`config.mk`:
```
export PLATFORM = sky130hd
export DESIGN_NAME = intc_arbiter
export DESIGN_NICKNAME = d
export VERILOG_FILES = /design/src/rtl/intc_pkg.sv /design/src/rtl/irq_sync_edge.sv /design/src/rtl/intc_arbiter.sv
export SDC_FILE = /design/constraint.sdc
export NUM_CORES = 1
export LEC_CHECK = 0
export ABC_AREA = 1
export ABC_CLOCK_PERIOD_IN_PS = 1000
export CORE_ASPECT_RATIO = 1.25
export CORE_MARGIN = 5
export CORE_UTILIZATION = 41
export DETAILED_ROUTE_END_ITERATION = 16
export GPL_ROUTABILITY_DRIVEN = 0
export PLACE_DENSITY = 0.71
export SLEW_MARGIN = 20
export SYNTH_ARGS = -nofsm -noshare
export SYNTH_HDL_FRONTEND = slang
export SYNTH_SLANG_ARGS = --single-unit
```
`constraint.sdc`:
```
create_clock -name clk -period 1 [get_ports clk]
set_input_delay 0.3 -clock clk [delete_from_list [all_inputs] [get_ports clk]]
set_output_delay 0.3 -clock clk [all_outputs]
set_load 0.03 [all_outputs]
```
`src/rtl/intc_pkg.sv`:
```
`default_nettype none
// ============================================================================
// Module      : intc_pkg
// Description : Shared types, default sizes and the priority encoder used by
//               the interrupt controller / arbiter.
// Revision    : 1.0 - initial release
// ============================================================================
package intc_pkg;

  localparam int         NUM_IRQ_DEF  = 4;
  localparam int         IDW_DEF      = 2;
  localparam int         VEC_W_DEF    = 8;
  localparam logic [7:0] VEC_BASE_DEF = 8'hF0;

  typedef enum logic [1:0] {
    IDLE    = 2'd0,
    REQ     = 2'd1,
    SERVICE = 2'd2
  } state_t;

  // Index of the lowest set bit (lowest index has highest priority).
  // Sized for the largest supported line count; callers zero-extend.
  function automatic logic [2:0] prio_enc(input logic [7:0] req);
    logic [2:0] idx;
    idx = 3'd0;
    for (int i = 7; i >= 0; i--) begin
      if (req[i]) idx = 3'(i);
    end
    return idx;
  endfunction

endpackage
`default_nettype wire

```
`src/rtl/irq_sync_edge.sv`:
```
`default_nettype none
// ============================================================================
// Module      : irq_sync_edge
// Description : Two-flop synchroniser for one asynchronous interrupt line,
//               followed by an edge register producing a one-cycle rise pulse.
// Build macro : INTC_LEVEL_EN - level-sensitive build; the edge register is
//               not built and the synchronised level is exported instead.
// Ports       : clk     - system clock, rising edge
//               rst_n   - asynchronous active-low reset
//               i_irq   - raw interrupt line (asynchronous)
//               o_level - synchronised level   (INTC_LEVEL_EN builds)
//               o_rise  - synchronised rise    (edge-latched builds)
// Revision    : 1.0 - initial release
// ============================================================================
module irq_sync_edge (
  input  logic clk,
  input  logic rst_n,
  input  logic i_irq,
`ifdef INTC_LEVEL_EN
  output logic o_level
`else
  output logic o_rise
`endif
);

  logic r_s1;
  logic r_s2;

  always_ff @(posedge clk or negedge rst_n) begin
    if (!rst_n) begin
      r_s1 <= 1'b0;
      r_s2 <= 1'b0;
    end else begin
      r_s1 <= i_irq;
      r_s2 <= r_s1;
    end
  end

`ifdef INTC_LEVEL_EN
  assign o_level = r_s2;
`else
  logic r_s3;

  always_ff @(posedge clk or negedge rst_n) begin
    if (!rst_n) r_s3 <= 1'b0;
    else        r_s3 <= r_s2;
  end

  assign o_rise = r_s2 & ~r_s3;
`endif

endmodule
`default_nettype wire

```
`src/rtl/intc_arbiter.sv`:
```
`default_nettype none
// ============================================================================
// Module      : intc_arbiter
// Description : Interrupt controller / fixed-priority arbiter in front of the
//               CPU controller. Synchronises and latches interrupt lines,
//               applies the software mask and global enable, and runs the
//               IDLE -> REQ -> SERVICE handshake with the controller.
// Build macro : INTC_LEVEL_EN - pending follows the synchronised line level
//               and is not cleared by clrPend (default: edge-latched).
// Ports       : clk, rst_n   - clock / asynchronous active-low reset
//               irq          - raw interrupt lines
//               maskIn/MASKld- mask load value / strobe (1 = masked)
//               intEnable    - set global enable, return-from-interrupt
//               intDisable   - clear global enable (wins over intEnable)
//               clrPend      - controller accepts the presented interrupt
//               intPending   - request to controller
//               intId        - presented / serviced line index
//               intVector    - handler address (VEC_BASE + intId)
//               inService    - handler running
//               maskOut      - mask readback
// Revision    : 1.0 - initial release
// ============================================================================
module intc_arbiter
  import intc_pkg::*;
#(
  parameter int               NUM_IRQ  = NUM_IRQ_DEF,
  parameter int               IDW      = IDW_DEF,
  parameter int               VEC_W    = VEC_W_DEF,
  parameter logic [VEC_W-1:0] VEC_BASE = VEC_BASE_DEF
) (
  input  logic               clk,
  input  logic               rst_n,
  input  logic [NUM_IRQ-1:0] irq,
  input  logic [NUM_IRQ-1:0] maskIn,
  input  logic               MASKld,
  input  logic               intEnable,
  input  logic               intDisable,
  input  logic               clrPend,
  output logic               intPending,
  output logic [IDW-1:0]     intId,
  output logic [VEC_W-1:0]   intVector,
  output logic               inService,
  output logic [NUM_IRQ-1:0] maskOut
);

  state_t             r_state;
  state_t             w_state_nxt;
  logic [IDW-1:0]     r_id;
  logic               w_id_load;
  logic [NUM_IRQ-1:0] r_mask;
  logic               r_gen;
  logic [NUM_IRQ-1:0] w_pending;
  logic [NUM_IRQ-1:0] w_eligible;
  logic [NUM_IRQ-1:0] w_id_oh;
  logic               w_id_elig;
  logic [IDW-1:0]     w_winner;
  logic               w_accept;

`ifdef INTC_LEVEL_EN
  logic [NUM_IRQ-1:0] w_level;
`else
  logic [NUM_IRQ-1:0] w_rise;
`endif

  for (genvar i = 0; i < NUM_IRQ; i++) begin : g_line
    irq_sync_edge u_sync (
      .clk     (clk),
      .rst_n   (rst_n),
      .i_irq   (irq[i]),
`ifdef INTC_LEVEL_EN
      .o_level (w_level[i])
`else
      .o_rise  (w_rise[i])
`endif
    );
  end

  assign w_accept = (r_state == REQ) && clrPend;
  assign w_id_oh  = NUM_IRQ'(1) << r_id;

`ifdef INTC_LEVEL_EN
  assign w_pending = w_level;
`else
  logic [NUM_IRQ-1:0] r_pending;
  logic [NUM_IRQ-1:0] w_clr;

  assign w_clr = w_accept ? w_id_oh : '0;

  // A rise arriving in the same cycle as the clear keeps the bit set.
  always_ff @(posedge clk or negedge rst_n) begin
    if (!rst_n) r_pending <= '0;
    else        r_pending <= w_rise | (r_pending & ~w_clr);
  end

  assign w_pending = r_pending;
`endif

  assign w_eligible = w_pending & ~r_mask;
  assign w_id_elig  = |(w_eligible & w_id_oh);
  assign w_winner   = IDW'(prio_enc(8'(w_eligible)));

  always_ff @(posedge clk or negedge rst_n) begin
    if (!rst_n)      r_mask <= '0;
    else if (MASKld) r_mask <= maskIn;
  end

  // Disable dominates; accepting an interrupt also drops the global enable.
  always_ff @(posedge clk or negedge rst_n) begin
    if (!rst_n)          r_gen <= 1'b0;
    else if (intDisable) r_gen <= 1'b0;
    else if (w_accept)   r_gen <= 1'b0;
    else if (intEnable)  r_gen <= 1'b1;
  end

  always_ff @(posedge clk or negedge rst_n) begin
    if (!rst_n) r_state <= IDLE;
    else        r_state <= w_state_nxt;
  end

  always_comb begin
    w_state_nxt = r_state;
    w_id_load   = 1'b0;
    case (r_state)
      IDLE: begin
        if (r_gen && (|w_eligible)) begin
          w_state_nxt = REQ;
          w_id_load   = 1'b1;
        end
      end
      REQ: begin
        if (clrPend)                      w_state_nxt = SERVICE;
        else if (intDisable || !w_id_elig) w_state_nxt = IDLE;
      end
      SERVICE: begin
        if (intEnable) w_state_nxt = IDLE;
      end
      default: w_state_nxt = IDLE;
    endcase
  end

  // intId only changes on the IDLE -> REQ transition, so it is frozen in
  // REQ and held through SERVICE.
  always_ff @(posedge clk or negedge rst_n) begin
    if (!rst_n)         r_id <= '0;
    else if (w_id_load) r_id <= w_winner;
  end

  assign intPending = (r_state == REQ);
  assign inService  = (r_state == SERVICE);
  assign intId      = r_id;
  assign intVector  = VEC_BASE + VEC_W'(r_id);
  assign maskOut    = r_mask;

endmodule
`default_nettype wire

```
==> run_results.csv, run 1 <==
group,metric,value,unit
run_status,status,"finished, violations left",
run_status,violations,"negative setup slack",
place,detailed_place_hpwl,1510,um
yosys,synth-edff-count,0,
drt,route.detailed.vias_per_inst,4.50,
floorplan,core_area,2400,sq um
yosys,synth_area,1010,sq um
clock_tree,cts_made_buffers,3,
floorplan,pin_count,30,
drt,dr.pass1.iters,4,
clock_tree,tritoncts,"built",
worst_setup_path,cp_data_arrival_time,1.09,ns
global_routing,pin_count_of_the_biggest_net_entering_global_routing,26,
global_routing,use_met3,2.95,%
worst_setup_path,worst_path_max_delay_cell,"sky130_fd_sc_hd__dfrtp_1",
layout,layout-drive-gt1-share,43.9,%
drt,detail-route-antenna-nets,0,
clock_tree,cts_clock_pin_slew_for_the_worst_setup_and_hold_paths,0.13,ns
global_routing,grt.busiest_layer,"met2",
pwr,leakage,0.741,nW
worst_setup_path,critPathMaxStageDelay,0.45,ns
timing,finalMaxSlewViolations,0,
global_routing,grt_pass1_wl,3400,um
worst_setup_path,critical_path.cell_chain,"inv_2 -> nor2_4 -> buf_6",
timing,finalWorstPathRequiredPeriod,1.39,ns
timing,rsz0062_at_grt,"true",
clock_tree,maximum_clock_path_buffer_count,2,
worst_setup_path,worst_r2r_endpoint,"r_pending[3]",
global_routing,number_of_antenna_violations_at_the_first_check_in_global_routing,0,
layout,final_nets,163,
global_routing,grt_pass1_vias,812,
worst_setup_path,worstPathRequired,0.70,ns
worst_setup_path,timing.reg2reg.worst_path_depth,7,
drt,post_drt_wl_per_cell,12.4,um
drt,routed_wl,2240,um
timing,hold_ws,0.318,ns
timing,fin_setup_tns,-4.01,ns
layout,antenna_cells,0,
yosys,yosysWarningCount,0,
worst_setup_path,critPathLaunchType,"register",
flow_run,maxcap_viol_count,0,
layout,final-seq-area,633,sq um
floorplan,placement_rows,20,
yosys,synth_seq_area_share,62.0,%
worst_setup_path,worstPathMaxFanout,3,
global_routing,globalRouteMet2Util,23.2,%
pwr,fin_total_pwr,3.33,mW
yosys,synthMostInstantiatedCell,"sky130_fd_sc_hd__dfrtp_1",
worst_hold_path,hp-class,"input pin to asynchronous set/reset pin",
worst_setup_path,crit_path_end_kind,"primary output",
place,dpl_worst_slack,-0.301,ns
pwr,peakVddDrop,1090,uV
place,buffer_ports.inserted,23,
yosys,number_of_instances_in_the_synthesized_netlist,108,
timing,hold_viol_final,0,
worst_setup_path,launching_instance_or_port_of_the_critical_path,"r_state[1]",
layout,area_growth,51.9,%
layout,multiInputGateArea,367,sq um
clock_tree,cts_htree_levels,1,
drt,via_count,815,
yosys,avgSynthCellArea,9.34,sq um
global_routing,grt_use_met1,15.0,%
yosys,netlist_top_cells_area,"sky130_fd_sc_hd__dfrtp_1, sky130_fd_sc_hd__nand2_1, sky130_fd_sc_hd__buf_4",
drt,detail_route.iter0.violations,22,
timing,report.final.setup_viol,19,
timing,worst_clock_skew,0.00300,ns
yosys,ys_types,16,
drt,drcViolationCount,0,
timing,fmax,721,MHz
yosys,ys_ff_latch,25,
floorplan,die_w,54.4,um
global_routing,grt_overflow_total,0,
timing,finalCritPeriodShare,139,%
floorplan,floorplan.initialDensity,42.0,%
floorplan,floorplan.die.height,65.5,um
clock_tree,numClockSinks,25,
yosys,synth.largest_area_cell,"sky130_fd_sc_hd__dfrtp_1",
pwr,cell_pwr_density,2170,nW/um^2
yosys,async_reset_ff_share,100,%
global_routing,grtUsageTotal,13.4,%
yosys,netlist.area_leader.share,62.0,%
worst_setup_path,reg2reg_slack,-0.25,ns
floorplan,design.die.area,3560,sq um
yosys,synth.cells.most_frequent,"sky130_fd_sc_hd__dfrtp_1, sky130_fd_sc_hd__nand2_1, sky130_fd_sc_hd__inv_1",
clock_tree,worst_skew_pair.late_latency,0.32,ns
clock_tree,clock-root-buffer,"sky130_fd_sc_hd__clkbuf_4",
layout,layout.filler_cells,196,
timing,fin_ws,-0.387,ns
worst_setup_path,crit-reg2reg-launch,"r_state[0]",
yosys,ys.flop_type,"sky130_fd_sc_hd__dfrtp_1",
worst_setup_path,setup.worst_path.class,"register to primary output",
## how the worst max path moves through the flow
| stage | to | slack, ns | depth (start not counted) |
|---|---|---|---|
| global route | intPending | -0.46 | 3 |
| CTS | inService | -0.39 | 3 |
| detailed placement | r_pending[3] | -0.30 | 4 |
| finish | inService | -0.39 | 3 |
| global placement | r_state[0] | -0.26 | 4 |
| floorplan | r_pending[0] | -0.06 | 4 |
## state kept, by name, summed over array words and instances (netlist names)
| name | cells |
|---|---|
| g_line.u_sync.r_s1 | 4 |
| r_state | 2 |
| r_pending | 4 |
| maskOut | 4 |
| r_gen | 1 |
| g_line.u_sync.r_s3 | 4 |
| intId | 2 |
| g_line.u_sync.r_s2 | 4 |
## repair_timing
item,4_1_cts,5_1_grt
pin swaps,6,7
hold buffers,0,0
setup buffers,8,4
resized for setup,17,17
setup endpoints to repair,17,19
## per-layer routing
metal	routed length, um	part of all wire [%]	vias up
met5	0	0	-
met4	46	2.0	0
met3	153	6.8	5
met2	1140	51	25
met1	904	40	384
li1	-	-	401
## metrics by stage
stage / util [%] / instances / area, sq um
floorplan: - / 112 / 1050
global placement: 53.7 / 165 / 1290
detailed placement: 53.7 / 165 / 1290
CTS: 59.6 / 177 / 1430
global route: 63.7 / 181 / 1530
finish: 63.7 / 181 / 1530
## cells by family (layout without fill, tap and decap cells)
| group | count (synthesis) | after routing | synth area share (%) |
|---|---|---|---|
| flip-flops | 25 | 25 | 62.0 |
| other | 2 | 6 | 0.745 |
| buffers and inverters | 26 | 62 | 12.7 |
| AO/OA/AOI/OAI | 14 | 14 | 7.32 |
| AND/OR/NAND/NOR | 41 | 41 | 17.2 |
## power by group
| group | internal (mW) | switching [mW] |
|---|---|---|
| Sequential | 1.15 | 0.145 |
| Clock | 0.156 | 0.289 |
| Combinational | 0.741 | 0.841 |
| Total | 2.05 | 1.27 |
## layout by cell type, fill, tap and decap left out
cell and n:
sky130_fd_sc_hd__dfrtp_1 19, sky130_fd_sc_hd__nand2_1 15, sky130_fd_sc_hd__clkdlybuf4s50_1 13, sky130_fd_sc_hd__buf_6 13, sky130_fd_sc_hd__buf_4 13, sky130_fd_sc_hd__inv_1 9, sky130_fd_sc_hd__inv_2 8, sky130_fd_sc_hd__nand2_2 6
sky130_fd_sc_hd__nor2_1 6, sky130_fd_sc_hd__conb_1 6, sky130_fd_sc_hd__dfrtp_2 6, sky130_fd_sc_hd__o21ai_2 4, sky130_fd_sc_hd__o21ai_1 4, sky130_fd_sc_hd__o21ai_0 4, sky130_fd_sc_hd__nand2_4 3, sky130_fd_sc_hd__nand3_1 3
sky130_fd_sc_hd__clkbuf_4 3, sky130_fd_sc_hd__nor2_4 2, sky130_fd_sc_hd__nand4_1 2, sky130_fd_sc_hd__nand2_8 1, sky130_fd_sc_hd__inv_4 1, sky130_fd_sc_hd__nand3_2 1, sky130_fd_sc_hd__a21oi_1 1, sky130_fd_sc_hd__nor2_2 1
sky130_fd_sc_hd__nor4_2 1, sky130_fd_sc_hd__a221oi_2 1, sky130_fd_sc_hd__clkbuf_1 1, sky130_fd_sc_hd__buf_12 1
## worst max-delay path, delay by kind of cell, from the launching register on
family                 cells  cell delay, ns
and+or+nand+nor            1            0.12
buffers and inverters      2            0.21
DFF                        1            0.45
## layout make-up
| class | instances | area share [%] |
|---|---|---|
| Clock buffer | 4 | 1.72 |
| Timing Repair Buffer | 40 | 25.7 |
| Inverter | 18 | 4.58 |
| Tap cell | 33 | 2.70 |
| Multi-Input combinational cell | 61 | 23.9 |
| Sequential cell | 25 | 41.3 |
No activity file was read; power rests on OpenSTA's default activity.
==> run 2: changes to the inputs <==
- SLEW_MARGIN: 20 -> 0
==> results of run 2 <==
Final layout, timing and power as in run 1 (identical DEF).
==> edit 1: new RTL, settings of run 2 <==
Add an input register stage for `irq`, `maskIn`, `MASKld`, `intEnable`, `intDisable` and `clrPend`, without a reset; this delays them by one clock.
--- a/src/rtl/intc_arbiter.sv
+++ b/src/rtl/intc_arbiter.sv
@@ -43,6 +43,22 @@
   output logic [NUM_IRQ-1:0] maskOut
 );
 
+  logic [NUM_IRQ-1:0] irq_q;
+  logic [NUM_IRQ-1:0] maskIn_q;
+  logic MASKld_q;
+  logic intEnable_q;
+  logic intDisable_q;
+  logic clrPend_q;
+
+  always_ff @(posedge clk) begin
+    irq_q        <= irq;
+    maskIn_q     <= maskIn;
+    MASKld_q     <= MASKld;
+    intEnable_q  <= intEnable;
+    intDisable_q <= intDisable;
+    clrPend_q    <= clrPend;
+  end
+
   state_t             r_state;
   state_t             w_state_nxt;
   logic [IDW-1:0]     r_id;
@@ -66,7 +82,7 @@
     irq_sync_edge u_sync (
       .clk     (clk),
       .rst_n   (rst_n),
-      .i_irq   (irq[i]),
+      .i_irq   (irq_q[i]),
 `ifdef INTC_LEVEL_EN
       .o_level (w_level[i])
 `else
@@ -75,7 +91,7 @@
     );
   end
 
-  assign w_accept = (r_state == REQ) && clrPend;
+  assign w_accept = (r_state == REQ) && clrPend_q;
   assign w_id_oh  = NUM_IRQ'(1) << r_id;
 
 `ifdef INTC_LEVEL_EN
@@ -101,15 +117,15 @@
 
   always_ff @(posedge clk or negedge rst_n) begin
     if (!rst_n)      r_mask <= '0;
-    else if (MASKld) r_mask <= maskIn;
+    else if (MASKld_q) r_mask <= maskIn_q;
   end
 
   // Disable dominates; accepting an interrupt also drops the global enable.
   always_ff @(posedge clk or negedge rst_n) begin
     if (!rst_n)          r_gen <= 1'b0;
-    else if (intDisable) r_gen <= 1'b0;
+    else if (intDisable_q) r_gen <= 1'b0;
     else if (w_accept)   r_gen <= 1'b0;
-    else if (intEnable)  r_gen <= 1'b1;
+    else if (intEnable_q)  r_gen <= 1'b1;
   end
 
   always_ff @(posedge clk or negedge rst_n) begin
@@ -128,11 +144,11 @@
         end
       end
       REQ: begin
-        if (clrPend)                      w_state_nxt = SERVICE;
-        else if (intDisable || !w_id_elig) w_state_nxt = IDLE;
+        if (clrPend_q)                      w_state_nxt = SERVICE;
+        else if (intDisable_q || !w_id_elig) w_state_nxt = IDLE;
       end
       SERVICE: begin
-        if (intEnable) w_state_nxt = IDLE;
+        if (intEnable_q) w_state_nxt = IDLE;
       end
       default: w_state_nxt = IDLE;
     endcase
Formal check against the unedited RTL: not equivalent (a bounded check fails within 4 cycles, from zero or initial values and one cycle with rst_n low).
==> edit 1 against run 2 <==
The flow still finishes with violations (negative setup slack). Wire length is 4.1% higher. Cell area grew 18%. Sequential cell count increased by 12. Worst setup slack better by 0.023 ns. Via count grew 8.0%. Total power grew 22%. Synthesized area increased by 24%. Fmax up 1.7%. Non-clock buffer count decreased by 3. Highest routed layer unchanged.
==> edit 1: results (changes against run 2) <==
----------------------------------------------------
[Status]
  Result of the run ... complete, but fails checks (unchanged)
  Failing checks ... negative setup slack (unchanged)

[STA]
  Post-route clock skew ... 0.00827 ns (was 0.00300 ns)
  Worst path setup slack after routing ... -0.364 ns (was -0.387 ns)
  Setup violations, final ... 18 (was 19)
  Final Hold Slack ... 0.309 ns (was 0.318 ns)

[Critical path]
  Critical path arrival ... 1.06 ns (was 1.09 ns)
  Delay contributed by the slowest stage of the critical path ... 0.42 ns (was 0.45 ns)
  Startpoint of the worst register-to-register path ... r_state[1] (was r_state[0])
  Register-to-Register Setup Slack ... -0.17 ns (was -0.25 ns)
  Slowest stage cell on the critical path ... sky130_fd_sc_hd__dfrtp_2 (was sky130_fd_sc_hd__dfrtp_1)
  End of the worst register-to-register path ... intId[0] (was r_pending[3])

[Yosys]
  Cell types with the largest area share after synthesis ... sky130_fd_sc_hd__dfrtp_1, sky130_fd_sc_hd__dfxtp_1, sky130_fd_sc_hd__nand2_1 (was sky130_fd_sc_hd__dfrtp_1, sky130_fd_sc_hd__nand2_1, sky130_fd_sc_hd__buf_4)
  List of most frequent post-synthesis cells ... sky130_fd_sc_hd__dfrtp_1, sky130_fd_sc_hd__nand2_1, sky130_fd_sc_hd__inv_1 (unchanged)
  Async set-or-reset flop fraction in the synthesized netlist ... 0.676 (was 1.00)
  Complex-gate fraction of the synthesized area ... 0.0591 (was 0.0732)
  Cell variety after synth ... 17 (was 16)

[Power and ir drop]
  P_clk ... 858 uW (was 445 uW)
  Net switching fraction of the power ... 0.337 (was 0.383)
  Worst IR drop on VDD ... 1.28 mV (was 1.09 mV)
  Share of total power in combinational logic ... 0.344 (was 0.476)

[Global route]
  Global-route wire length before repair ... 4.11 mm (was 3.40 mm)
  Vias in the first global route ... 932 (was 812)

[Placement]
  Standard cell area after detailed placement ... 1530 sq um (was 1290 sq um)

[Clock tree]
  Clock edge transition at the registers on the reported setup and hold paths ... 0.11 ns (was 0.13 ns)

[Routing]
  Starting DRC count in detailed routing ... 11 (was 22)

----------------------------------------------------
edit 1: cell types whose count changed in the layout (fill, tap and decap cells not counted), sizes merged:
| cell | change |
|---|---|
| clkinv | +1 |
| buf | -3 |
| dfxtp | +12 |
| clkbuf | +3 |
edit 1: final cells by class:
| type | count | area [sq um] |
|---|---|---|
| Multi-Input combinational cell | 61 | 370 |
| Tap cell | 36 | 45.0 |
| Sequential cell | 37 | 876 |
| Timing Repair Buffer | 37 | 375 |
| Inverter | 18 | 77.6 |
| Clock inverter | 1 | 5.00 |
| Clock buffer | 7 | 65.1 |
| Fill cell | 232 | 1130 |
edit 1: how the worst max path moves through the flow:
| stage | startpoint | end |
|---|---|---|
| 4_1_cts | r_state[1] | inService |
| 5_1_grt | r_state[1] | inService |
| 2_1_floorplan | r_state[1] | r_pending[0] |
| 3_5_place_dp | maskOut[1] | intId[0] |
| 3_3_place_gp | maskOut[1] | intId[0] |
| 6_report | r_state[0] | intPending |
edit 1: per-stage QoR:
stage / power [mW] / util / setup WS [ns] / TNS [ns] / instances
after floorplan: 2.47 / - / -0.0635 / -0.401 / 124
after global placement: 2.77 / 0.521 / -0.0245 / -0.0706 / 180
after detailed placement: 2.81 / 0.521 / -0.0633 / -0.241 / 180
after CTS: 3.92 / 0.586 / -0.401 / -3.57 / 196
after global routing: 4.33 / 0.616 / -0.431 / -4.33 / 197
final: 4.07 / 0.616 / -0.364 / -3.26 / 197
edit 1: routing by layer:
| metal | GRT usage | vias to the layer above | share of wire |
|---|---|---|---|
| met5 | 0 | - | 0 |
| met4 | 0.0932 | 0 | 0.028 |
| met3 | 0.0360 | 7 | 0.047 |
| met2 | 0.211 | 20 | 0.55 |
| met1 | 0.145 | 419 | 0.38 |
| li1 | - | 434 | - |
==> edit 2: new RTL, settings of run 2 <==
Without the edit above. Change the package constant `VEC_W_DEF` from 8 to 10.
--- a/src/rtl/intc_pkg.sv
+++ b/src/rtl/intc_pkg.sv
@@ -9,7 +9,7 @@
 
   localparam int         NUM_IRQ_DEF  = 4;
   localparam int         IDW_DEF      = 2;
-  localparam int         VEC_W_DEF    = 8;
+  localparam int         VEC_W_DEF    = 10;
   localparam logic [7:0] VEC_BASE_DEF = 8'hF0;
 
   typedef enum logic [1:0] {
Interface: changed (resized intVector); port bits go from 30 to 32. No check against the original RTL was run, so the function may have changed too.
==> edit 2 against run 2 <==
The run still ends with negative setup slack left. Worst setup slack improved by 0.0012 ns. Cell area rose by 2.9%. Non-clock buffer count did not move. Synthesized area rose by 1.5%. Sequential share of layout area fell by 1.1 points. Total power rose by 3.8%. Sequential cell count did not move. Wire length fell by 0.67%.
==> edit 2: results (changes against run 2) <==
----------------------------------------------------
[Status]
  Result of the run ... complete, but fails checks (unchanged)
  Failing checks ... negative setup slack (unchanged)

[STA]
  Final Hold Slack ... 0.314 ns (was 0.318 ns)
  Setup violations, final ... 18 (was 19)
  Post-route clock skew ... 0.000824 ns (was 0.00300 ns)
  Setup tns final ... -3.29 ns (was -4.01 ns)
  Worst path setup slack after routing ... -0.386 ns (was -0.387 ns)

[Critical path]
  Startpoint of the worst register-to-register path ... intId[0] (was r_state[0])
  Register-to-Register Setup Slack ... -0.16 ns (was -0.25 ns)
  End point of the critical path ... intPending (was inService)
  End of the worst register-to-register path ... r_state[0] (was r_pending[3])
  Beginning of the critical path ... r_state[0] (was r_state[1])
  Cell count of the worst reg-to-reg path ... 8 (was 7)

[Placement]
  Inst Count DP ... 166 (was 165)
  Worst slack after detailed placement ... -0.285 ns (was -0.301 ns)
  Placed wire-length estimate after detailed placement ... 1.50 mm (was 1.51 mm)
  PortBufs ... 23 (unchanged)

[Yosys]
  List of most frequent post-synthesis cells ... sky130_fd_sc_hd__dfrtp_1, sky130_fd_sc_hd__nand2_1, sky130_fd_sc_hd__inv_1 (unchanged)
  Complex-gate fraction of the synthesized area ... 0.0721 (was 0.0732)
  Sequential element share of the synthesized area ... 0.611 (was 0.620)
  Average cell area after synthesis ... 9.30 sq um (was 9.34 sq um)
  Cell types with the largest area share after synthesis ... sky130_fd_sc_hd__dfrtp_1, sky130_fd_sc_hd__nand2_1, sky130_fd_sc_hd__buf_4 (unchanged)
  Area share of fa/ha/maj cells after synthesis ... 0 (unchanged)

[Global route]
  Met1 track demand over resource in global routing ... 0.136 (was 0.150)
  Gr usage total ... 0.127 (was 0.134)
  Vias in the first global route ... 769 (was 812)
  Met2 Use GR ... 0.222 (was 0.232)
  Global-route wire length before repair ... 3.29 mm (was 3.40 mm)
  Met3 usage ... 0.0293 (was 0.0295)

[Clock tree]
  Clock edge transition at the registers on the reported setup and hold paths ... 0.13 ns (about the same)
  H-tree depth reported by CTS ... 1 (unchanged)
  Number of buffers inserted during clock tree synthesis ... 3 (unchanged)

[Power and ir drop]
  Switching power total ... 1.36 mW (was 1.27 mW)
  Share of total power in combinational logic ... 0.493 (was 0.476)
  Leakage dissipation ... 0.761 nW (was 0.741 nW)
  Worst IR drop on VDD ... 1.24 mV (was 1.09 mV)
  Reported combinational group power ... 1.70 mW (was 1.58 mW)

[Routing]
  Starting DRC count in detailed routing ... 13 (was 22)
  Via-to-Cell Ratio ... 4.47 (was 4.50)
  Wire length reported by the detailed router ... 2.23 mm (was 2.24 mm)

[Finish]
  Fraction of final layout cells with drive strength greater than 1 ... 0.460 (was 0.439)
  Post-Layout Cell Count ... 183 (was 181)

----------------------------------------------------
edit 2: cell count changes after synthesis:
cell and change:
sky130_fd_sc_hd__buf_4 +2
edit 2: area by class of cell:
cell class                      instances  area (sq um)
Clock buffer                            3          22.5
Clock inverter                          1          5.00
Fill cell                             191           852
Inverter                               18          80.1
Multi-Input combinational cell         63           384
Sequential cell                        25           633
Tap cell                               33          41.3
Timing Repair Buffer                   40           409
edit 2: worst max-delay path, cell delays in order (launching register included):
cell,delay (ns)
sky130_fd_sc_hd__dfrtp_1,0.46
sky130_fd_sc_hd__inv_2,0.07
sky130_fd_sc_hd__nor2_4,0.10
sky130_fd_sc_hd__buf_6,0.14
edit 2: routing by layer:
layer,vias to the layer above,routed length (um),share of wire
met5,-,0,0
met4,0,19,0.0085
met3,2,108,0.048
met2,20,1320,0.59
met1,390,779,0.35
li1,406,-,-
edit 2: timing repair:
action                                  in CTS  in global routing
setup buffers                                8                  5
pin swaps                                    1                 13
endpoints found under the setup margin      16                 19
resized for setup                           13                 33
